`config.mk`:
```
export PLATFORM = sky130hd
export DESIGN_NAME = frame_loader
export DESIGN_NICKNAME = d
export VERILOG_FILES = /design/src/rtl/frame_loader_pkg.sv /design/src/rtl/frame_loader_hold_timer.sv /design/src/rtl/frame_loader.sv
export SDC_FILE = /design/constraint.sdc
export NUM_CORES = 1
export LEC_CHECK = 0
export CELL_PAD_IN_SITES_DETAIL_PLACEMENT = 1
export CELL_PAD_IN_SITES_GLOBAL_PLACEMENT = 1
export CORE_MARGIN = 1.5
export CORE_UTILIZATION = 39
export CTS_BUF_LIST = sky130_fd_sc_hd__clkbuf_4
export CTS_CLUSTER_DIAMETER = 120
export DETAILED_ROUTE_END_ITERATION = 8
export PLACE_DENSITY = 0.85
export SYNTH_ARGS = -nofsm -noshare
export SYNTH_HDL_FRONTEND = slang
export SYNTH_SLANG_ARGS = --single-unit
export TNS_END_PERCENT = 50
```
`constraint.sdc`:
```
create_clock -name clk_48mhz -period 3.8 [get_ports clk_48mhz]
set_input_delay 0.57 -clock clk_48mhz [delete_from_list [all_inputs] [get_ports clk_48mhz]]
set_output_delay 0.57 -clock clk_48mhz [all_outputs]
set_load 0.05 [all_outputs]
```
`src/rtl/frame_loader_pkg.sv`:
```
// Shared definitions for the frame loader, panel driver and pixel RAM:
// geometry, pixel word layout and loader state encoding.
package frame_loader_pkg;

   localparam int FRAME_WORDS = 2048;
   localparam int ADDR_W      = 12;
   localparam int HOLD_W      = 8;
   localparam int PIX_W       = 16;
   localparam int IDX_W       = ADDR_W - 1;

   // One word drives the same column in the upper and lower half of the panel.
   typedef struct packed {
      logic [3:0] rsvd;
      logic [1:0] b1;
      logic [1:0] g1;
      logic [1:0] r1;
      logic [1:0] b0;
      logic [1:0] g0;
      logic [1:0] r0;
   } pix_word_t;

   typedef enum logic {
      ST_FILL      = 1'b0,
      ST_WAIT_SWAP = 1'b1
   } load_state_t;

   function automatic pix_word_t pix_pack(input logic [1:0] r0, input logic [1:0] g0,
                                          input logic [1:0] b0, input logic [1:0] r1,
                                          input logic [1:0] g1, input logic [1:0] b1);
      pix_word_t w;
      w = '{rsvd: 4'd0, b1: b1, g1: g1, r1: r1, b0: b0, g0: g0, r0: r0};
      return w;
   endfunction

endpackage

```
`src/rtl/frame_loader_hold_timer.sv`:
```
// Per-image display hold counter: loads on swap, counts down once per panel
// frame and saturates at zero.
module frame_hold_timer
   import frame_loader_pkg::*;
(
   input  logic              clk_48mhz,
   input  logic              reset,
   input  logic              load_i,
   input  logic [HOLD_W-1:0] load_val_i,
   input  logic              frame_done_i,
   output logic              zero_o
);

   logic [HOLD_W-1:0] cnt_q, cnt_d;

   always_comb begin
      cnt_d = cnt_q;
      if (load_i) begin
         cnt_d = load_val_i;
      end else if (frame_done_i && (cnt_q != '0)) begin
         cnt_d = cnt_q - HOLD_W'(1);
      end
   end

   always_ff @(posedge clk_48mhz) begin
      if (reset) begin
         cnt_q <= '0;
      end else begin
         cnt_q <= cnt_d;
      end
   end

   assign zero_o = (cnt_q == '0);

endmodule

```
`src/rtl/frame_loader.sv`:
```
// Double-buffered pixel loader: fills the back RAM bank from a valid/ready
// stream and swaps banks only on a panel frame boundary once the hold expires.
module frame_loader
   import frame_loader_pkg::*;
(
   input  logic              clk_48mhz,
   input  logic              reset,
   input  logic [PIX_W-1:0]  i_pix_data,
   input  logic              i_pix_sof,
   input  logic              i_pix_valid,
   output logic              o_pix_ready,
   input  logic [HOLD_W-1:0] i_hold_frames,
   input  logic              i_frame_done,
   output logic [ADDR_W-1:0] o_ram_w_addr,
   output logic [PIX_W-1:0]  o_ram_w_data,
   output logic              o_ram_w_enable,
   output logic              o_front_bank,
   output logic              o_swap
);

   load_state_t        state_q, state_d;
   logic [IDX_W-1:0]   word_idx_q, word_idx_d;
   logic               front_q, front_d;
   logic               wr_en_q, wr_en_d;
   logic [ADDR_W-1:0]  wr_addr_q, wr_addr_d;
   logic [PIX_W-1:0]   wr_data_q, wr_data_d;
   logic               swap_q, swap_d;
   logic               hold_load;
   logic               hold_zero;
   logic               accept;
   logic [IDX_W-1:0]   wr_idx;

   frame_hold_timer u_hold (
      .clk_48mhz    (clk_48mhz),
      .reset        (reset),
      .load_i       (hold_load),
      .load_val_i   (i_hold_frames),
      .frame_done_i (i_frame_done),
      .zero_o       (hold_zero)
   );

   assign o_pix_ready = (state_q == ST_FILL);
   assign accept      = i_pix_valid && o_pix_ready;
   // sof resynchronises to the start of the bank, dropping any partial image
   assign wr_idx      = i_pix_sof ? '0 : word_idx_q;

   always_comb begin
      state_d    = state_q;
      word_idx_d = word_idx_q;
      front_d    = front_q;
      wr_en_d    = 1'b0;
      wr_addr_d  = wr_addr_q;
      wr_data_d  = wr_data_q;
      swap_d     = 1'b0;
      hold_load  = 1'b0;

      case (state_q)
         ST_FILL: begin
            if (accept) begin
               wr_en_d   = 1'b1;
               wr_addr_d = {~front_q, wr_idx};
               wr_data_d = i_pix_data;
               if (wr_idx == IDX_W'(FRAME_WORDS - 1)) begin
                  word_idx_d = '0;
                  state_d    = ST_WAIT_SWAP;
               end else begin
                  word_idx_d = wr_idx + IDX_W'(1);
               end
            end
         end
         ST_WAIT_SWAP: begin
            if (i_frame_done && hold_zero) begin
               front_d   = ~front_q;
               swap_d    = 1'b1;
               hold_load = 1'b1;
               state_d   = ST_FILL;
            end
         end
         default: state_d = ST_FILL;
      endcase
   end

   always_ff @(posedge clk_48mhz) begin
      if (reset) begin
         state_q    <= ST_FILL;
         word_idx_q <= '0;
         front_q    <= 1'b0;
         wr_en_q    <= 1'b0;
         wr_addr_q  <= '0;
         wr_data_q  <= '0;
         swap_q     <= 1'b0;
      end else begin
         state_q    <= state_d;
         word_idx_q <= word_idx_d;
         front_q    <= front_d;
         wr_en_q    <= wr_en_d;
         wr_addr_q  <= wr_addr_d;
         wr_data_q  <= wr_data_d;
         swap_q     <= swap_d;
      end
   end

   assign o_ram_w_addr   = wr_addr_q;
   assign o_ram_w_data   = wr_data_q;
   assign o_ram_w_enable = wr_en_q;
   assign o_front_bank   = front_q;
   assign o_swap         = swap_q;

endmodule

```
---- After elaboration in Yosys (flattened, before gate mapping) ----
Cells that the tools add are included.
word-level totals
  register bits ........................... 51
  input bits .............................. 29
  output and inout port bits .............. 32
  word-level logic and storage cells ...... 33
operators by class
  add/subtract/negate cells ............... 2
  equal/unequal tests ..................... 1
  multiplexer cells ....................... 11
  bitwise gates (word level) .............. 2
  reduce and logical (&&, ||, !) cells .... 9
operators with widths
  operator               count
  $mux 11                2
  $mux 8                 2
  $add 11x1->11 const B  1
  $eq 11x11->1 const B   1
  $logic_not 8->1        1
  $reduce_bool 8->1      1
  $sub 8x1->8 const B    1
  $mux 1                 6
  $reduce_and 2->1       2
  $logic_and 1x1->1      3
  $not 1->1              2
  $pmux 1 s2             1
  $reduce_bool 2->1      1
  $reduce_or 2->1        1

---- Longest topological paths before layout ----
Gate-level depths: netlist (run 1).
  depth in word-level cells ............... 5
  mapped depth ............................ 8
  mapped depth without buffers ............ 6

---- Cells and area by module ----
Synthesis (run 1) repeated with hierarchy kept, for this count alone.
second synthesis, totals
  cell total of the unflattened synthesis .. 277
  area total of the unflattened synthesis .. 2303.5 µm²
by module, submodules not included
  module            times used  cells each  area each (µm²)  seq. area each (µm²)
  frame_loader      1           218         1788.0           860.8
  frame_hold_timer  1           59          515.5            160.2

---- Worst setup path after synthesis (run 1) ----
No wires, ideal clock.
  kind .................................... input to register
  start point ............................. in i_pix_sof
  end point ............................... reg word_idx_q[10]
  library setup time ...................... 0.070 ns
  arrival ................................. 2.135 ns
  required time ........................... 3.730 ns
  path slack .............................. 1.595 ns
  cell stages on the path ................. 8
  path buffers ............................ 2
  cells stage by stage .................... clkbuf_1 -> nor2b_1 -> ha_1 -> and4_1 -> clkbuf_1 -> nand4_1 -> or4_1 -> a21oi_1
between the ends
  cells in the longest elaborated chain, start to end .. 3
  elaborated cells between the ends (all ways) .. 4
  classes of those cells .................. add/sub: 1; eq/ne: 1; mux: 2
RTL lines
  what                                                  RTL line                                RTL
  start, declared                                       frame_loader.sv:9                       input logic i_pix_sof,
  $mux 11 *                                             frame_loader.sv:45                      assign wr_idx = i_pix_sof ? '0 : word_idx_q;
  via wr_idx[0]                                         frame_loader.sv:31                      logic [IDX_W-1:0] wr_idx;
  $add 11x1->11 / $eq 11x11->1 (equally long branches)  frame_loader.sv:67, frame_loader.sv:63
  $mux 11 *                                             frame_loader.sv:63                      if (wr_idx == IDX_W'(FRAME_WORDS - 1)) begin
  end signal, assigned                                  frame_loader.sv:94                      word_idx_q <= word_idx_d;
  end, declared                                         frame_loader.sv:22                      logic [IDX_W-1:0] word_idx_q, word_idx_d;
The timed path passes the listed nets; every way through them passes the cells marked *.
A chain may end at the register's enable or synchronous reset.

---- Final worst setup path (run 1) ----
Ends and elaborated chain as after synthesis.

==> results of run 1 <==
[tightest hold or removal path, cell delays in order, from the launching register on]
cell     delay, ns
dfxtp_1       0.33
nand2_1       0.05
a21oi_1       0.05
[power by group through the flow]
stage	Sequential, W	Clock, W	Combinational, W
final	0.000648	0.000238	0.000491
after global routing	0.000656	0.000274	0.000541
after CTS	0.000647	0.000246	0.000494
after detailed placement	0.000658	0	0.000492
after global placement	0.000655	0	0.000472
after floorplan	0.000679	0	0.000324
[kinds of logic (layout without fill, tap and decap cells)]
| kind of cell | after synthesis | after routing | share of synthesized area |
|---|---|---|---|
| simple gates | 132 | 132 | 0.2946 |
| xor+xnor | 2 | 2 | 0.007681 |
| fa+ha+maj | 2 | 2 | 0.01097 |
| flops | 51 | 51 | 0.4476 |
| compound gates | 73 | 73 | 0.1964 |
| buf+inv | 23 | 76 | 0.03840 |
| mux | 1 | 1 | 0.004389 |
[cells in the mapped netlist, types with 4 or more instances]
library cell / number
nand2_1: 63
dfxtp_1: 51
a21oi_1: 38
nor2_1: 17
clkbuf_1: 16
nand3_1: 8
nand3b_1: 8
o21ai_0: 8
or4_1: 6
a31oi_1: 5
nor2b_1: 5
a311oi_1: 4
and3_1: 4
nand4_1: 4
[cells in the final DEF (no fill, tap or decap), types with 3 or more instances in the layout]
cell	count
nor2b_1	4
and3_1	4
a31oi_1	5
a41oi_1	3
or4_1	6
inv_1	3
nand3b_1	8
clkdlybuf4s50_1	59
clkbuf_4	6
nand3_1	8
nor2_1	17
o21ai_0	8
buf_4	5
a21oi_1	38
a311oi_1	4
nand4_1	4
dfxtp_1	51
nand2_1	63
[stage by stage]
step	cell area, um2	utilization	power [W]	worst slack, ns
4_1_cts	2983	0.5351	0.001386	1.423
5_1_grt	2983	0.5351	0.001471	1.296
3_5_place_dp	2930	0.5257	0.001150	1.038
3_3_place_gp	2930	0.5257	0.001127	1.122
2_1_floorplan	2281	-	0.001004	1.595
6_report	2983	0.5351	0.001378	1.423
[flip-flops by register name (all words and copies together), names as in the netlist]
name,flops
o_ram_w_data,16
o_ram_w_addr,12
word_idx_q,11
u_hold.cnt_q,8
o_front_bank,1
o_ram_w_enable,1
o_swap,1
state_q,1
[final timing paths]
path	depth (start not counted)	to	slack [ns]	from
min	2	o_ram_w_addr[5]$_SDFFE_PP0P_	0.46	o_ram_w_addr[5]$_SDFFE_PP0P_
min reg2reg	2	o_ram_w_addr[5]$_SDFFE_PP0P_	0.46	o_ram_w_addr[5]$_SDFFE_PP0P_
max reg2reg	6	word_idx_q[2]$_SDFFE_PP0P_	1.64	state_q$_SDFF_PP0_
max	8	word_idx_q[10]$_SDFFE_PP0P_	1.42	i_pix_sof
[layer usage]
layer | share of wire | up-vias | wire (um)
met3 | 0.034 | 8 | 198
met1 | 0.49 | 1064 | 2881
met2 | 0.46 | 40 | 2664
li1 | - | 1114 | -
met4 | 0.015 | 0 | 87
met5 | 0 | - | 0
[final cells by class]
cell class,count,area [um2],share of cell area
clock inverter,2,7.507,0.002517
multi-input combinational,210,1175,0.3939
clock buffer,6,45.04,0.01510
inverter,3,11.26,0.003775
tap,72,90.09,0.03020
timing repair buffer,65,633.1,0.2122
sequential,51,1021,0.3423
==> impl_metrics.py, run 1 <==
metrics = {
    "run_status": {
        "status": "completed",
    },
    "timing": {
        "fin_crit_sh": 0.6257,
        "tightest_slew_ns": 0.9797,
        "fin_skew_ns": 0.004805,
        "setup_viol": 0,
        "finalCriticalPeriod_ns": 2.377,
        "slew_headroom": 0.3469,
        "drv_slew": 0,
        "fmax_ghz": 0.4206,
        "hold_violations": 0,
        "rsz0062_at_grt": "no",
        "final.setup.tns_ns": 0,
        "timing.hold.ws_ns": 0.4625,
    },
    "yosys": {
        "syn_area_um2": 2281,
        "synthArstFlopShare": 0,
        "synth_edf_count": 0,
        "synth_cell_type_count": 42,
        "yosysWarningCount": 0,
        "ys_seq_area_frac": 0.4476,
        "yosysTopAreaCellShare": 0.4476,
        "synth_fp_nets": 315,
        "synth-seq-cells": 51,
        "syn_inst": 284,
        "synth.avg_cell_area_um2": 8.031,
        "synth.area.top_cells": "dfxtp_1, nand2_1, a21oi_1, nor2_1, clkbuf_1",
        "synth_top_area_cell": "dfxtp_1",
        "ys.flop_type": "dfxtp_1",
    },
    "run": {
        "max_cap_violations": 0,
    },
    "global_route": {
        "grt_max_degree": 55,
        "globalRouteMet3Util": 0.03200,
        "grt_util_met2": 0.3119,
        "antenna_found_initial": 0,
        "grt_pass1_vias": 2129,
        "grt-ovfl-total": 0,
        "grt_usage": 0.1930,
        "grt_pass1_wl_mm": 9.763,
        "grt-busiest-layer": "met2",
        "grt_use_met1": 0.2540,
    },
    "cells_and_area": {
        "n_fill_cell": 679,
        "synthToLayoutAreaGrowth_pct": 30.77,
        "fin_cells": 409,
        "nets": 367,
        "n_antenna_cell": 0,
        "drive_above_1_share": 0.05341,
    },
    "clock_tree": {
        "cts_made_buffers": 5,
        "post_cts_resized": 0,
        "clockRootBuffer": "clkbuf_4",
        "cts_setup_buffers": 0,
        "clock-sinks": 51,
        "hold_buffers": 0,
        "path_clk_slew_ns": 0.14,
        "clock_latency_ns": 0.36,
        "htreeDepth": 2,
        "cts_tree": "built",
        "cts_buffer_depth": 2,
    },
    "placed_design": {
        "routabilityCongestion": 0.7978,
        "place_inst": 401,
        "dpl.hpwl_mm": 4.131,
        "portBuffers": 60,
    },
    "floorplan": {
        "io_pins": 61,
        "start_util": 0.4092,
        "std_cell_rows": 27,
        "dieWidth_um": 79.48,
        "die_area_um2": 6316,
        "coreArea_um2": 5574,
        "die_h_um": 79.48,
    },
    "power": {
        "swShare": 0.3730,
        "p_clk_frac": 0.173,
        "vdd_drop_max_uv": 276.0,
        "switchingPower_w": 0.0005141,
        "pwr_density_cell_nw_per_um2": 462.0,
        "seqPwrFrac": 0.470,
        "total_leakage_power_nw": 1.048,
        "combPwrFrac": 0.357,
        "p_int_w": 0.0008641,
    },
    "setup_path": {
        "slowest_delay_ns": 0.41,
        "crit_chain": "clkdlybuf4s50_1, buf_4, nor2b_1, ha_1, and4_1, nand4_1, or4_1, a21oi_1",
        "start_kind": "input pin",
        "cpLargestDelayFamily": "simple AND/OR/NAND/NOR gates",
        "required_ns": 4.10,
        "path_class": "in2reg",
        "cp_data_arrival_time_ns": 2.68,
        "cp_slowest_cell": "clkdlybuf4s50_1",
        "path_buf_inv": 2,
        "crit_path_end_kind": "flop",
        "crit_fanout": 24,
    },
    "route": {
        "ant_nets": 0,
        "vias": 2226,
        "drc_errors": 0,
        "drt_wl_total_mm": 5.831,
        "drt_iter0_markers": 99,
        "drtPass1Iterations": 6,
        "vias_per_cell": 5.443,
        "wire_per_inst_um": 14.26,
    },
    "min_path": {
        "hold_class": "reg2reg",
    },
}
(Power assumes the default switching activity.)
==> inputs of run 2 (changes only) <==
--- a/config.mk
+++ b/config.mk
@@ -8,11 +8,11 @@
 export CELL_PAD_IN_SITES_DETAIL_PLACEMENT = 1
 export CELL_PAD_IN_SITES_GLOBAL_PLACEMENT = 1
 export CORE_MARGIN = 1.5
-export CORE_UTILIZATION = 39
+export CORE_UTILIZATION = 32
 export CTS_BUF_LIST = sky130_fd_sc_hd__clkbuf_4
 export CTS_CLUSTER_DIAMETER = 120
 export DETAILED_ROUTE_END_ITERATION = 8
-export PLACE_DENSITY = 0.85
+export PLACE_DENSITY = 0.75
 export SYNTH_ARGS = -nofsm -noshare
 export SYNTH_HDL_FRONTEND = slang
 export SYNTH_SLANG_ARGS = --single-unit
==> constraint.sdc (replaced) <==
create_clock -name clk_48mhz -period 2 [get_ports clk_48mhz]
set_input_delay 0.3 -clock clk_48mhz [delete_from_list [all_inputs] [get_ports clk_48mhz]]
set_output_delay 0.3 -clock clk_48mhz [all_outputs]
set_load 0.05 [all_outputs]
==> run 2 against run 1 <==
  * Combinational power up 120%
  * Cell count up 9.3%
  * Die area up 21%
  * Sequential cell count unchanged
  * Clock skew is 0.0016 ns higher
  * Sequential power is 87% higher
  * Worst setup slack got worse by 1.3 ns
==> impl_metrics.py, run 2 (synthesized netlist as in run 1, its figures left out) <==
metrics = {
    "run_status": {
        "status": "completed",
    },
    "timing": {
        "hold_violations": 0,
        "fin_crit_sh": 0.9369,
        "timing.hold.ws_ns": 0.2897,
        "rsz0062_at_grt": "no",
        "fmax_ghz": 0.5337,
        "drv_slew": 0,
        "fin_skew_ns": 0.006370,
        "setup_viol": 0,
        "slew_headroom": 0.6586,
        "finalCriticalPeriod_ns": 1.874,
        "tightest_slew_ns": 0.5105,
    },
    "setup_path": {
        "cpLargestDelayFamily": "buffers and inverters",
        "crit_start": "o_front_bank$_SDFFE_PP0P_",
        "crit_chain": "clkdlybuf4s50_1",
        "crit_fanout": 3,
        "r2r.worst_path.cells": 6,
        "r2r_start": "u_hold.cnt_q[1]$_SDFFE_PP0P_",
        "path_class": "reg2out",
        "crit_path_end_kind": "output pin",
        "slowest_delay_ns": 0.82,
        "ff2ff_setup_slack_ns": 0.15,
        "cp_slowest_cell": "clkdlybuf4s50_1",
        "cp_data_arrival_time_ns": 1.57,
        "worst-path-stages": 1,
        "crit_path_end": "o_front_bank",
        "path_buf_inv": 1,
        "required_ns": 1.70,
        "regToRegEndpoint": "u_hold.cnt_q[7]$_SDFFE_PP0P_",
        "start_kind": "flop",
    },
    "floorplan": {
        "std_cell_rows": 30,
        "start_util": 0.3339,
        "die_area_um2": 7643,
        "die_h_um": 87.43,
        "dieWidth_um": 87.43,
        "io_pins": 61,
        "coreArea_um2": 6832,
    },
    "min_path": {
        "hp-start": "reset",
        "hold_class": "in2reg",
        "holdPathStages": 2,
    },
    "clock_tree": {
        "hold_buffers": 0,
        "clockRootBuffer": "clkbuf_4",
        "cts_tree": "built",
        "clock_latency_ns": 0.36,
        "path_clk_slew_ns": 0.14,
        "clock-sinks": 51,
        "cts_buffer_depth": 2,
        "htreeDepth": 2,
        "cts_made_buffers": 5,
    },
    "placed_design": {
        "dpl.hpwl_mm": 4.452,
        "placed_cell_area_um2": 3085,
        "portBuffers": 60,
        "place_inst": 440,
        "routabilityCongestion": 0.8281,
    },
    "cells_and_area": {
        "design_area_um2": 3168,
        "regArea_um2": 1021,
        "multi_input_area_um2": 1184,
        "n_antenna_cell": 0,
        "synthToLayoutAreaGrowth_pct": 38.89,
        "n_fill_cell": 852,
        "largest_register_ffs": 16,
        "nets": 382,
        "final_common_cell": "nand2_1",
        "fin_cells": 447,
        "final_util": 0.4637,
        "drive_above_1_share": 0.09687,
        "final_cell_mix": "nand2_1, clkdlybuf4s50_1, dfxtp_1, a21oi_1, buf_4",
    },
    "power": {
        "total_leakage_power_nw": 1.138,
        "pwr_density_cell_nw_per_um2": 904.1,
        "power_w": 0.002864,
        "vdd_drop_max_uv": 682.5,
    },
    "route": {
        "drt_iter0_markers": 66,
        "drt_wl_total_mm": 6.175,
        "drtPass1Iterations": 4,
        "drc_errors": 0,
        "vias_per_cell": 5.094,
        "vias": 2277,
        "ant_nets": 0,
        "wire_per_inst_um": 13.81,
    },
    "global_route": {
        "grt-ovfl-total": 0,
        "grt_usage": 0.1705,
        "grt_pass1_vias": 2239,
        "grt_max_degree": 35,
        "antenna_found_initial": 0,
        "grt_pass1_wl_mm": 10.43,
    },
    "run": {
        "max_cap_violations": 0,
    },
}
==> run 2: worst min-delay path by stage <==
stage / endpoint / slack, ns
2_1_floorplan: o_ram_w_data[0]$_SDFFE_PP0P_ / 0.44
3_3_place_gp: o_ram_w_addr[6]$_SDFFE_PP0P_ / 0.44
3_5_place_dp: o_ram_w_data[11]$_SDFFE_PP0P_ / 0.45
4_1_cts: word_idx_q[1]$_SDFFE_PP0P_ / 0.27
5_1_grt: o_ram_w_data[5]$_SDFFE_PP0P_ / 0.27
6_report: o_ram_w_data[5]$_SDFFE_PP0P_ / 0.29
==> run 2: routing by layer <==
layer,part of all wire,track usage,up-vias,wire (um)
met5,0,0,-,0
met4,0.011,0.05051,0,69
met3,0.041,0.04171,6,253
met2,0.47,0.2818,49,2888
met1,0.48,0.2193,1072,2963
li1,-,-,1150,-
==> run 2: power by group <==
| group | internal [W] | leakage (nW) | switching [W] |
|---|---|---|---|
| clock network | 0.000272 | 0.0417 | 0.000308 |
| logic | 0.000489 | 0.680 | 0.000588 |
| registers | 0.00111 | 0.416 | 0.0000979 |
==> run 2: final cells by class <==
type	count	share of cell area
inverters	3	0.003555
flip-flops and latches	51	0.3223
clock inverters	1	0.009479
multi-input cells	210	0.3736
well taps	96	0.03791
repair buffers	80	0.2389
clock buffers	6	0.01422
==> run 2: per-stage QoR <==
stage / worst slack (ns) / setup TNS (ns)
2_1_floorplan: 0.06464 / 0
3_3_place_gp: -0.09554 / -0.2136
3_5_place_dp: -0.1851 / -1.105
4_1_cts: 0.09483 / 0
5_1_grt: 0.005478 / 0
6_report: 0.1263 / 0
==> run 2: repair_timing <==
action                     in CTS  in global routing
setup endpoints to repair       1                  2
gates resized for setup         1                  1
pin swaps                       0                  0
buffers inserted                0                  0
